[src/rtl/voice_pkg.sv]
// Shared types, constants and helpers for the voice scheduler and its mix accumulator.
package voice_pkg;

   typedef enum logic [1:0] {
      S_IDLE  = 2'd0,
      S_ISSUE = 2'd1,
      S_WAIT  = 2'd2,
      S_DONE  = 2'd3
   } state_t;

   localparam int SAMPLE_W_DEFAULT = 16;
   // Three guard bits hold the sum of up to eight full-scale voices without wrap.
   localparam int ACC_GUARD        = 3;
   localparam int MAX_VOICES       = 8;
   localparam logic [3:0] NO_VOICE = 4'd8;

   // Clamp a signed sum to the range of a width-bit signed value.
   function automatic logic signed [31:0] saturate(input logic signed [31:0] acc,
                                                   input int width);
      logic signed [31:0] hi;
      logic signed [31:0] lo;
      hi = (32'sd1 <<< (width - 1)) - 32'sd1;
      lo = -(32'sd1 <<< (width - 1));
      if (acc > hi)
         return hi;
      else if (acc < lo)
         return lo;
      else
         return acc;
   endfunction

   // Lowest set bit of mask strictly above position 'from'; NO_VOICE when none.
   function automatic logic [3:0] next_set_bit(input logic [MAX_VOICES-1:0] mask,
                                               input int from);
      logic [3:0] r;
      r = NO_VOICE;
      for (int i = MAX_VOICES - 1; i >= 0; i--) begin
         if (mask[i] && (i > from))
            r = 4'(i);
      end
      return r;
   endfunction

endpackage

[src/rtl/mix_accumulator.sv]
// Signed accumulator for one mix frame plus the saturated, held mix output register.
module mix_accumulator
   import voice_pkg::*;
#(
   parameter int SAMPLE_W = SAMPLE_W_DEFAULT,
   parameter int ACC_W    = SAMPLE_W + ACC_GUARD
) (
   input  logic                       clk,
   input  logic                       reset,
   input  logic                       i_clear,
   input  logic                       i_add,
   input  logic                       i_load,
   input  logic signed [SAMPLE_W-1:0] i_sample,
   output logic        [SAMPLE_W-1:0] o_mix
);

   logic signed [ACC_W-1:0]    r_acc;
   logic signed [ACC_W-1:0]    w_acc_next;
   logic        [SAMPLE_W-1:0] w_sat;
   logic        [SAMPLE_W-1:0] r_mix;

   always_comb begin
      w_acc_next = r_acc;
      if (i_clear)
         w_acc_next = '0;
      else if (i_add)
         w_acc_next = r_acc + ACC_W'(i_sample);
   end

   // Load from the next-value path so the final voice's sample lands in the same edge.
   assign w_sat = SAMPLE_W'(saturate(32'(w_acc_next), SAMPLE_W));

   always_ff @(posedge clk or negedge reset) begin
      if (!reset) begin
         r_acc <= '0;
         r_mix <= '0;
      end else begin
         r_acc <= w_acc_next;
         if (i_load)
            r_mix <= w_sat;
      end
   end

   assign o_mix = r_mix;

endmodule

[src/rtl/voice_scheduler.sv]
// Walks the active voices once per frame request, collects one sample from each and
// emits a saturated mix. Handshake: gen_sample pulses one cycle; voice_ready is honoured only in WAIT.
module voice_scheduler
   import voice_pkg::*;
#(
   parameter int NUM_VOICES = 3,
   parameter int SAMPLE_W   = SAMPLE_W_DEFAULT,
   parameter int TIMEOUT    = 64
) (
   input  logic                           clk,
   input  logic                           reset,
   input  logic                           frame_req,
   input  logic [NUM_VOICES-1:0]          voice_active,
   output logic [NUM_VOICES-1:0]          gen_sample,
   input  logic [NUM_VOICES-1:0]          voice_ready,
   input  logic [NUM_VOICES*SAMPLE_W-1:0] voice_sample,
   output logic [SAMPLE_W-1:0]            mix_out,
   output logic                           mix_valid,
   output logic                           busy,
   output logic                           overrun,
   output logic                           timeout_err,
   output state_t                         dbg_state
);

   localparam int CNT_W = $clog2(TIMEOUT);
   localparam int ACC_W = SAMPLE_W + ACC_GUARD;

   state_t                      r_state;
   state_t                      w_state_next;
   logic [NUM_VOICES-1:0]       r_mask;
   logic [3:0]                  r_idx;
   logic [CNT_W-1:0]            r_cnt;
   logic                        r_overrun;
   logic                        r_timeout_err;

   logic [MAX_VOICES-1:0]       w_active_ext;
   logic [MAX_VOICES-1:0]       w_mask_ext;
   logic [3:0]                  w_first;
   logic [3:0]                  w_next;
   logic                        w_sel_ready;
   logic signed [SAMPLE_W-1:0]  w_sel_sample;
   logic [NUM_VOICES-1:0]       w_gen;
   logic                        w_clear;
   logic                        w_add;
   logic                        w_load;
   logic                        w_exit;
   logic                        w_timeout;

   always_comb begin
      w_active_ext                 = '0;
      w_mask_ext                   = '0;
      w_active_ext[NUM_VOICES-1:0] = voice_active;
      w_mask_ext[NUM_VOICES-1:0]   = r_mask;
   end

   assign w_first = next_set_bit(w_active_ext, -1);
   assign w_next  = next_set_bit(w_mask_ext, int'(r_idx));

   always_comb begin
      w_sel_ready  = 1'b0;
      w_sel_sample = '0;
      w_gen        = '0;
      for (int i = 0; i < NUM_VOICES; i++) begin
         if (r_idx == 4'(i)) begin
            w_sel_ready  = voice_ready[i];
            w_sel_sample = voice_sample[i*SAMPLE_W +: SAMPLE_W];
            w_gen[i]     = (r_state == S_ISSUE);
         end
      end
   end

   always_comb begin
      w_state_next = r_state;
      w_clear      = 1'b0;
      w_add        = 1'b0;
      w_load       = 1'b0;
      w_exit       = 1'b0;
      w_timeout    = 1'b0;
      case (r_state)
         S_IDLE: begin
            if (frame_req) begin
               w_clear = 1'b1;
               if (w_first == NO_VOICE) begin
                  w_state_next = S_DONE;
                  w_load       = 1'b1;
               end else begin
                  w_state_next = S_ISSUE;
               end
            end
         end
         S_ISSUE: w_state_next = S_WAIT;
         S_WAIT: begin
            // Ready wins over the timeout in the last counted cycle.
            if (w_sel_ready) begin
               w_add  = 1'b1;
               w_exit = 1'b1;
            end else if (r_cnt == CNT_W'(TIMEOUT - 1)) begin
               w_exit    = 1'b1;
               w_timeout = 1'b1;
            end
            if (w_exit) begin
               if (w_next == NO_VOICE) begin
                  w_state_next = S_DONE;
                  w_load       = 1'b1;
               end else begin
                  w_state_next = S_ISSUE;
               end
            end
         end
         S_DONE:  w_state_next = S_IDLE;
         default: w_state_next = S_IDLE;
      endcase
   end

   always_ff @(posedge clk or negedge reset) begin
      if (!reset) begin
         r_state       <= S_IDLE;
         r_mask        <= '0;
         r_idx         <= '0;
         r_cnt         <= '0;
         r_overrun     <= 1'b0;
         r_timeout_err <= 1'b0;
      end else begin
         r_state   <= w_state_next;
         r_overrun <= frame_req && (r_state != S_IDLE);
         if (w_timeout)
            r_timeout_err <= 1'b1;
         if (r_state == S_IDLE && frame_req) begin
            r_mask <= voice_active;
            r_idx  <= w_first;
         end else if (w_exit) begin
            r_idx <= w_next;
         end
         if (r_state == S_ISSUE)
            r_cnt <= '0;
         else if (r_state == S_WAIT)
            r_cnt <= r_cnt + 1'b1;
      end
   end

   mix_accumulator #(
      .SAMPLE_W (SAMPLE_W),
      .ACC_W    (ACC_W)
   ) u_mix (
      .clk      (clk),
      .reset    (reset),
      .i_clear  (w_clear),
      .i_add    (w_add),
      .i_load   (w_load),
      .i_sample (w_sel_sample),
      .o_mix    (mix_out)
   );

   assign gen_sample  = w_gen;
   assign mix_valid   = (r_state == S_DONE);
   assign busy        = (r_state != S_IDLE);
   assign overrun     = r_overrun;
   assign timeout_err = r_timeout_err;
   assign dbg_state   = r_state;

endmodule

[config.mk]
export PLATFORM = sky130hd
export DESIGN_NAME = voice_scheduler
export DESIGN_NICKNAME = d
export VERILOG_FILES = /design/src/rtl/voice_pkg.sv /design/src/rtl/mix_accumulator.sv /design/src/rtl/voice_scheduler.sv
export SDC_FILE = /design/constraint.sdc
export NUM_CORES = 1
export LEC_CHECK = 0
export CAP_MARGIN = 20
export CORE_UTILIZATION = 35
export DETAILED_ROUTE_END_ITERATION = 8
export PLACE_DENSITY_LB_ADDON = 0.05
export SYNTH_ARGS = -nofsm -noshare
export SYNTH_HDL_FRONTEND = slang
export SYNTH_SLANG_ARGS = --single-unit
[constraint.sdc]
create_clock -name clk -period 3.45 [get_ports clk]
set_input_delay 0.5175 -clock clk [delete_from_list [all_inputs] [get_ports clk]]
set_output_delay 0.5175 -clock clk [all_outputs]
set_load 0.05 [all_outputs]
==> impl_summary.txt, run 1 <==
----------------------------------------------------
[Run status]
  Outcome ... finished with violations
  Violated checks ... negative setup slack

[Yosys]
  Synthesized-area fraction occupied by and/or/nand/nor cells ... 0.2101
  Top cells by count, synth ... sky130_fd_sc_hd__nor2_1, sky130_fd_sc_hd__nand2_1, sky130_fd_sc_hd__a21oi_1, sky130_fd_sc_hd__dfrtp_1, sky130_fd_sc_hd__ha_1
  Area contributors post-synth ... sky130_fd_sc_hd__dfrtp_1, sky130_fd_sc_hd__ha_1, sky130_fd_sc_hd__a21oi_1
  Net count of the mapped netlist ... 540
  Synthesized cell area ... 3794 um2
  Xor/xnor share of the synthesized area ... 0.03001
  Unique masters post-synth ... 63
  Number of cells produced by synthesis ... 458
  Share of the synthesized area in the top cell type ... 0.3298
  Most repeated cell in the gate-level netlist after synthesis ... sky130_fd_sc_hd__nor2_1
  Warning count from the yosys run ... 0
  Mapped Avg Cell Area ... 8.283 um2
  Synthesized flop and latch total ... 50
  Combinational family with the most area after synthesis ... compound AO/OA/AOI/OAI gates
  Post-synth ARST share ... 1.000
  Complex-gate fraction of the synthesized area ... 0.2338
  Number of enable-type register cells in the synthesized netlist ... 0
  Adder-cell share of the synthesized area ... 0.08443
  Sequential-to-total area share from yosys stat ... 0.3298
  Synth Flop Type ... sky130_fd_sc_hd__dfrtp_1
  Mux cell area share after synthesis ... 0.06003
  Post-synth top area cell ... sky130_fd_sc_hd__dfrtp_1

[STA]
  Setup skew after layout ... 0.003908 ns
  Setup repair after global routing missed its margin ... true
  Maximum clock rate ... 0.2834 GHz
  Max-slew violation count ... 0
  Slew of the pin with the lowest slew margin ... 0.8145 ns
  Hold Violations, Final ... 0
  Final min period ... 3.529 ns
  Relative slew margins ... 0.4570
  Period utilization ... 1.023
  Summed negative setup slack over all endpoints ... -0.8309 ns
  Final setup violation count ... 15
  Worst path setup slack after routing ... -0.07889 ns

[Clock tree]
  CTS clock-pin slew for the worst setup and hold paths ... 0.09 ns
  Maximum buffer depth of the clock tree ... 2
  Clk sinks ... 50
  Clock tree from TritonCTS ... yes
  Root Driver ... sky130_fd_sc_hd__clkbuf_8
  Total CTS buffers ... 5
  Clock Latency Late Sink ... 0.30 ns
  Number of H-tree levels ... 2
  Hold buffers post-CTS ... 0

[Setup path]
  Data required time of the worst path ... 3.69 ns
  Data arrival time of the critical path ... 3.77 ns
  Endpoint of the worst setup timing path ... u_mix.o_mix[12]$_DFFE_PN0P_
  Worst stage delay on the critical path ... 0.46 ns
  Depth of the critical timing path with buffers and inverters included ... 17
  Critical register-to-register path endpoint ... u_mix.o_mix[12]$_DFFE_PN0P_
  Reg2Reg Depth ... 17
  Kind of end point of the critical path ... flop
  Largest fanout on the critical path ... 5
  Sequence of cells on the critical path ... buf_12 > buf_16 > mux2i_1 > nor2_1 > a21oi_2 > nor2_1 > ha_1 > o211a_1 > a211oi_4 > buf_4 > o211ai_2 > a21boi_2 > or3_4 > a31oi_4 > a31o_4 > or3b_4 > a21oi_2
  Worst flop-to-flop path startpoint ... r_idx[1]$_DFFE_PN0P_
  Type of the worst setup path ... reg -> reg
  Crit path buf inv count ... 3
  Register-to-register path setup slack ... -0.08 ns
  Worst path slowest cell ... sky130_fd_sc_hd__dfrtp_2
  Cell family with the largest share of critical-path delay ... compound AO/OA/AOI/OAI gates
  Kind of start point of the critical path ... flop
  Startpoint of the worst setup timing path ... r_idx[1]$_DFFE_PN0P_

[Floorplanning]
  Die width ... 106.1 um
  Die height ... 106.1 um
  Floorplan row count ... 37
  Number of top-level design ports ... 82
  Initial Util ... 0.3642
  Core region area ... 10,420 um2
  Die Outline Area ... 11,260 um2

[Finish]
  Area used by multi-input combinational logic ... 2526 um2
  Design area ... 5477 um2
  Area added between synthesis and finish ... 44.36%
  Ant. Diodes ... 0
  Number of fillers in the final layout ... 1,049
  Proportion of layout cells with a drive suffix above 1 ... 0.2356
  Area of all sequential standard cells ... 1252 um2
  Number of nets in the final layout ... 671

[Drt]
  Number of DRC markers after the initial detailed-route iteration ... 216
  Highest metal used ... met4
  Met3 WL post-DR ... 572 um
  Number of vias per cell after detailed routing ... 5.131
  Iteration count of the initial detailed-routing pass ... 4
  Total number of vias ... 3,725
  WL met2 ... 4750 um
  Final Routed Wirelength ... 11,260 um
  Number of DRC violations after detailed routing ... 0
  Count of nets left with antenna violations after detail routing ... 0
  Met1 Routed Length ... 5711 um
  Routed wirelength normalized by instance count ... 15.51 um

[Global route]
  Global-route usage over all layers ... 0.2112
  Vias in the first global route ... 3,783
  Antenna violations before repair ... 0
  Pin count of the biggest net entering global routing ... 37
  Global route total overflow ... 0
  First-pass GRT wire length ... 18,960 um

[Placed design]
  Post-DP HPWL ... 8777 um
  Area of placed instances ... 5092 um2
  Routability-driven placement congestion ratio ... 0.8515
  I/O Buffers ... 81

[Power]
  P per Cell Area ... 923.8 nW/um2
  Leakage power summed over all cells ... 2.419 nW
  Maximum resistive drop on vdd ... 0.0006734 V

[Run]
  Number of max-cap violations ... 0

[Worst hold path]
  Worst hold path class ... in -> async

----------------------------------------------------
==> power by group <==
part / switching [mW] / total, mW / internal [mW]
clock network: 0.198 / 0.360 / 0.162
logic: 2.06 / 3.65 / 1.59
registers: 0.213 / 1.05 / 0.837
total: 2.47 / 5.06 / 2.59
==> cell families (layout without fill, tap and decap cells) <==
logic type / after synthesis / count (layout)
DFF: 50 / 50
adders and majority gates: 25 / 25
muxes: 22 / 22
buffers and inverters: 43 / 174
xor gates and xnor gates: 13 / 13
AOI/OAI and AO/OA: 130 / 131
and+or+nand+nor: 175 / 175
==> cell usage in the layout (no fill, tap or decap), drive strengths merged, types with 5 or more instances in the layout <==
cell	Yosys	routed
a21o	5	5
a21oi	61	61
a31oi	7	7
and2	6	6
buf	13	69
clkbuf	13	6
clkdlybuf4s50	0	80
dfrtp	50	50
ha	24	24
inv	17	17
mux2i	19	19
nand2	57	57
nand3	13	13
nor2	60	60
nor2b	7	7
nor3	10	10
o21a	7	8
o21ai	21	21
xnor2	9	9
==> layout make-up <==
cell class / count / share of cell area
Clock buffer: 6 / 0.01508
Timing Repair Buffer: 149 / 0.2499
Inverter: 17 / 0.01165
Multi-Input combinational cell: 366 / 0.4613
Tap cell: 136 / 0.03107
Clock inverter: 2 / 0.002285
Sequential cell: 50 / 0.2287
==> layer usage <==
layer / vias to the layer above / track usage
li1: 1870 / -
met5: - / 0
met1: 1740 / 0.3033
met2: 101 / 0.3279
met3: 14 / 0.02698
met4: 0 / 0.06548
==> registers in the layout (all words and copies together), names as in the netlist <==
signal	flops
dbg_state	2
overrun	1
r_cnt	6
r_idx	3
r_mask	2
timeout_err	1
u_mix.o_mix	16
u_mix.r_acc	19
==> metrics by stage <==
step / setup slack [ns] / instances / hold WS (ns) / power [mW] / util
6_report: -0.07889 / 726 / 0.2886 / 5.059 / 0.5258
5_1_grt: -0.2391 / 726 / 0.3474 / 5.460 / 0.5258
4_1_cts: -0.02945 / 723 / 0.3173 / 4.996 / 0.5206
3_5_place_dp: -0.5378 / 708 / 0.4673 / 4.336 / 0.4889
3_3_place_gp: -0.4854 / 708 / 0.4706 / 4.308 / 0.4889
2_1_floorplan: 0.006596 / 458 / 0.2219 / 3.133 / -
==> worst min path at each step <==
stage | startpoint | end | slack, ns | cells past startpoint
finish | reset | r_cnt[2]$_DFFE_PN0P_ | 0.29 | 1
global route | reset | r_cnt[0]$_DFFE_PN0P_ | 0.35 | 1
CTS | reset | r_cnt[2]$_DFFE_PN0P_ | 0.32 | 1
detailed placement | timeout_err$_DFFE_PN0P_ | timeout_err$_DFFE_PN0P_ | 0.47 | 1
global placement | timeout_err$_DFFE_PN0P_ | timeout_err$_DFFE_PN0P_ | 0.47 | 1
floorplan | reset | dbg_state[0]$_DFFE_PN0P_ | 0.22 | 0
==> what timing repair did <==
item | CTS | global route
gates cloned | 2 | 0
hold endpoints to repair | 0 | 0
setup endpoints to repair | 16 | 17
buffers inserted | 5 | 3
gates resized for setup | 37 | 11
pin swaps | 19 | 23
No activity file was read; power rests on OpenSTA's default activity.
==> inputs of run 2 (changes only) <==
CTS_BUF_LIST = sky130_fd_sc_hd__clkbuf_4   (was default)
clock period = 4.25 ns   (was 3.45 ns; I/O delays follow)
==> run 2 against run 1 <==
  * The flow now finishes without violations
  * Register-to-register slack better by 0.37 ns
  * Critical path type unchanged
  * Hold slack better by 0.056 ns
  * Largest power group unchanged
  * Wire length down 7.7%
  * Die area unchanged
  * Fmax down 11%
  * Count of clock-buffer cells in the layout down 1
  * Final area down 11%
  * Via count down 7.5%
  * Combinational power down 35%
==> impl_summary.txt, run 2 (synthesis gave the netlist of run 1 again) <==
----------------------------------------------------
[Run status]
  Outcome ... finished, final reports clean

[STA]
  Final min period ... 3.963 ns (+0.4345 ns)
  Setup repair after global routing missed its margin ... false
  Max-slew violation count ... 0 (unchanged)
  Maximum clock rate ... 0.2523 GHz (-11%)
  Summed negative setup slack over all endpoints ... 0 ns (+0.8309 ns)
  Final setup violation count ... 0 (-15)
  Period utilization ... 0.9326 (-0.09029)
  Hold Violations, Final ... 0 (unchanged)
  Relative slew margins ... 0.5363 (+0.07932)
  Slew of the pin with the lowest slew margin ... 0.6955 ns (-0.1190 ns)
  Setup skew after layout ... 0.01471 ns (+0.01081 ns)

[Finish]
  Flip-flop count of the largest register after layout ... 19 (unchanged)
  Ant. Diodes ... 0 (unchanged)
  Number of nets in the final layout ... 616 (-8.2%)
  Area added between synthesis and finish ... 28.00%
  Design area ... 4856 um2 (-11%)
  Commonest non-fill, non-tap cells in the layout ... sky130_fd_sc_hd__clkdlybuf4s50_1, sky130_fd_sc_hd__nor2_1, sky130_fd_sc_hd__nand2_1
  Top register by number of flip-flops ... u_mix.r_acc
  Proportion of layout cells with a drive suffix above 1 ... 0.09346 (-0.1421)
  Most common cell after layout, fill and taps aside ... sky130_fd_sc_hd__clkdlybuf4s50_1
  Number of fillers in the final layout ... 1,064 (+1.4%)

[Global route]
  Global route total overflow ... 0 (unchanged)
  Vias in the first global route ... 3,516 (-7.1%)
  Global-route usage over all layers ... 0.1948 (-0.01640)
  Pin count of the biggest net entering global routing ... 51 (+38%)
  First-pass GRT wire length ... 17,490 um (-7.8%)
  Antenna violations before repair ... 0 (unchanged)

[Drt]
  Number of DRC violations after detailed routing ... 0 (unchanged)
  Number of vias per cell after detailed routing ... 5.137 (+0.12%)
  Total number of vias ... 3,447 (-7.5%)
  Final Routed Wirelength ... 10,390 um (-7.7%)
  Iteration count of the initial detailed-routing pass ... 4 (unchanged)
  Routed wirelength normalized by instance count ... 15.48 um (-0.17%)
  Number of DRC markers after the initial detailed-route iteration ... 197 (-8.8%)
  Count of nets left with antenna violations after detail routing ... 0 (unchanged)

[Clock tree]
  Number of H-tree levels ... 2 (unchanged)
  Number of buffers added for setup after CTS ... 0 (-5)
  Clock tree from TritonCTS ... yes
  Total CTS buffers ... 5 (unchanged)
  Root Driver ... sky130_fd_sc_hd__clkbuf_4
  Clk sinks ... 50 (unchanged)
  CTS clock-pin slew for the worst setup and hold paths ... 0.15 ns (+0.06 ns)
  Clock Latency Late Sink ... 0.37 ns (+0.07 ns)
  Hold buffers post-CTS ... 0 (unchanged)
  Maximum buffer depth of the clock tree ... 2 (unchanged)
  Number of instances resized during post-cts repair ... 0 (-100%)

[Floorplanning]
  Floorplan row count ... 37 (unchanged)
  Die Outline Area ... 11,260 um2 (unchanged)
  Die width ... 106.1 um (unchanged)
  Die height ... 106.1 um (unchanged)
  Number of top-level design ports ... 82 (unchanged)
  Core region area ... 10,420 um2 (unchanged)
  Initial Util ... 0.3642 (unchanged)

[Setup path]
  Reg2Reg Depth ... 15 (-2)
  Register-to-register path setup slack ... 0.29 ns (+0.37 ns)
  Critical register-to-register path endpoint ... u_mix.o_mix[7]$_DFFE_PN0P_
  Data required time of the worst path ... 4.48 ns (+0.79 ns)
  Worst stage delay on the critical path ... 0.52 ns (+0.06 ns)
  Sequence of cells on the critical path ... buf_12 > mux2i_1 > nor2_1 > a21oi_1 > nor2_1 > ha_1 > a21o_1 > o21ai_1 > nor4b_2 > o31ai_2 > xor2_1 > a211oi_1 > nor3_1 > o21a_2 > a21oi_1
  Worst path slowest cell ... sky130_fd_sc_hd__dfrtp_1
  Kind of start point of the critical path ... flop
  Type of the worst setup path ... reg -> reg
  Worst flop-to-flop path startpoint ... r_idx[1]$_DFFE_PN0P_
  Kind of end point of the critical path ... flop
  Data arrival time of the critical path ... 4.19 ns (+0.42 ns)
  Largest fanout on the critical path ... 20 (+15)

[Power]
  Maximum resistive drop on vdd ... 0.0005218 V (-23%)
  Switching power of the nets ... 1.814 mW (-27%)
  Switching Fraction ... 0.5084 (+0.01962)
  Pint ... 1.754 mW (-32%)
  Proportion of power drawn by the clock network ... 0.095 (+0.024)
  P per Cell Area ... 734.6 nW/um2 (-20%)
  Leakage power summed over all cells ... 2.119 nW (-12%)
  Combinational fraction of design power ... 0.663 (-0.058)
  Sequential fraction of design power ... 0.242 (+0.034)

[Placed design]
  Routability-driven placement congestion ratio ... 0.8488 (-0.32%)
  Post-DP HPWL ... 8039 um (-8.4%)
  I/O Buffers ... 81 (unchanged)
  Area of placed instances ... 4755 um2 (-6.6%)

[Worst hold path]
  Worst hold path class ... in -> async

[Run]
  Number of max-cap violations ... 0 (unchanged)

----------------------------------------------------
-- run 2: cell count changes in the layout (fill, tap and decap cells not counted), moves of 4 or more --
| cell | delta |
|---|---|
| sky130_fd_sc_hd__buf_4 | -50 |
| sky130_fd_sc_hd__o21ai_0 | +4 |
| sky130_fd_sc_hd__clkbuf_8 | -6 |
| sky130_fd_sc_hd__clkbuf_4 | +5 |
| sky130_fd_sc_hd__a21oi_1 | +11 |
| sky130_fd_sc_hd__a21oi_2 | -11 |
-- run 2: how the worst max path moves through the flow --
stage	from	endpoint	slack, ns	depth (start not counted)
finish	r_idx[1]$_DFFE_PN0P_	u_mix.o_mix[7]$_DFFE_PN0P_	0.29	15
global route	r_idx[1]$_DFFE_PN0P_	u_mix.o_mix[7]$_DFFE_PN0P_	0.01	15
CTS	r_idx[1]$_DFFE_PN0P_	u_mix.o_mix[7]$_DFFE_PN0P_	0.28	15
detailed placement	voice_sample[1]	u_mix.o_mix[7]$_DFFE_PN0P_	0.07	14
global placement	voice_sample[38]	u_mix.o_mix[4]$_DFFE_PN0P_	0.12	15
floorplan	r_idx[1]$_DFFE_PN0P_	u_mix.o_mix[0]$_DFFE_PN0P_	0.67	16
-- run 2: metal layers --
metal	global-route usage	wire length (um)	part of all wire
met1	0.2884	5407	0.52
met2	0.3001	4288	0.41
met3	0.03127	621	0.060
met4	0.03274	73	0.0070
met5	0	0	0
-- run 2: through the flow --
stage | setup slack [ns] | hold WS, ns | std cells | total power [mW] | utilization
after floorplan | 0.6695 | 0.3419 | 458 | 2.542 | -
after global placement | 0.1165 | 0.4706 | 663 | 3.226 | 0.4565
after detailed placement | 0.07275 | 0.4868 | 663 | 3.230 | 0.4565
after CTS | 0.2778 | 0.3678 | 671 | 3.589 | 0.4662
after global routing | 0.01146 | 0.3958 | 671 | 3.869 | 0.4662
final | 0.2866 | 0.3443 | 671 | 3.567 | 0.4662
-- run 2: power groups by stage --
stage | registers, mW | clock network (mW) | logic (mW)
3_3_place_gp | 0.874 | 0 | 2.35
2_1_floorplan | 1.11 | 0 | 1.44
6_report | 0.863 | 0.338 | 2.37
5_1_grt | 0.895 | 0.366 | 2.61
4_1_cts | 0.862 | 0.347 | 2.38
3_5_place_dp | 0.868 | 0 | 2.36
-- run 2: area by class of cell --
type                       count  area [um2]  share of cell area
clock buffer                   5       37.54            0.007730
tap                          136       170.2             0.03504
clock inverter                 3       63.81             0.01314
sequential                    50        1251              0.2577
multi-input combinational    365        2346              0.4831
inverter                      17       63.81             0.01314
timing repair buffer          95       923.4              0.1902
-- run 2: worst max-delay path, delay by kind of cell, from the launching register on --
| kind | cells | cell delay (ns) |
|---|---|---|
| adder cells (fa/ha/maj) | 1 | 0.38 |
| buffers and inverters | 1 | 0.22 |
| AND/OR/NAND/NOR | 4 | 0.50 |
| XOR/XNOR | 1 | 0.29 |
| AO/OA/AOI/OAI | 7 | 1.70 |
| flip-flops | 1 | 0.52 |
| multiplexers | 1 | 0.21 |
==> inputs of run 3 (changes only) <==
HOLD_SLACK_MARGIN = 0.08   (was default)
==> results of run 3 <==
Final layout, timing and power as in run 2 (identical DEF).
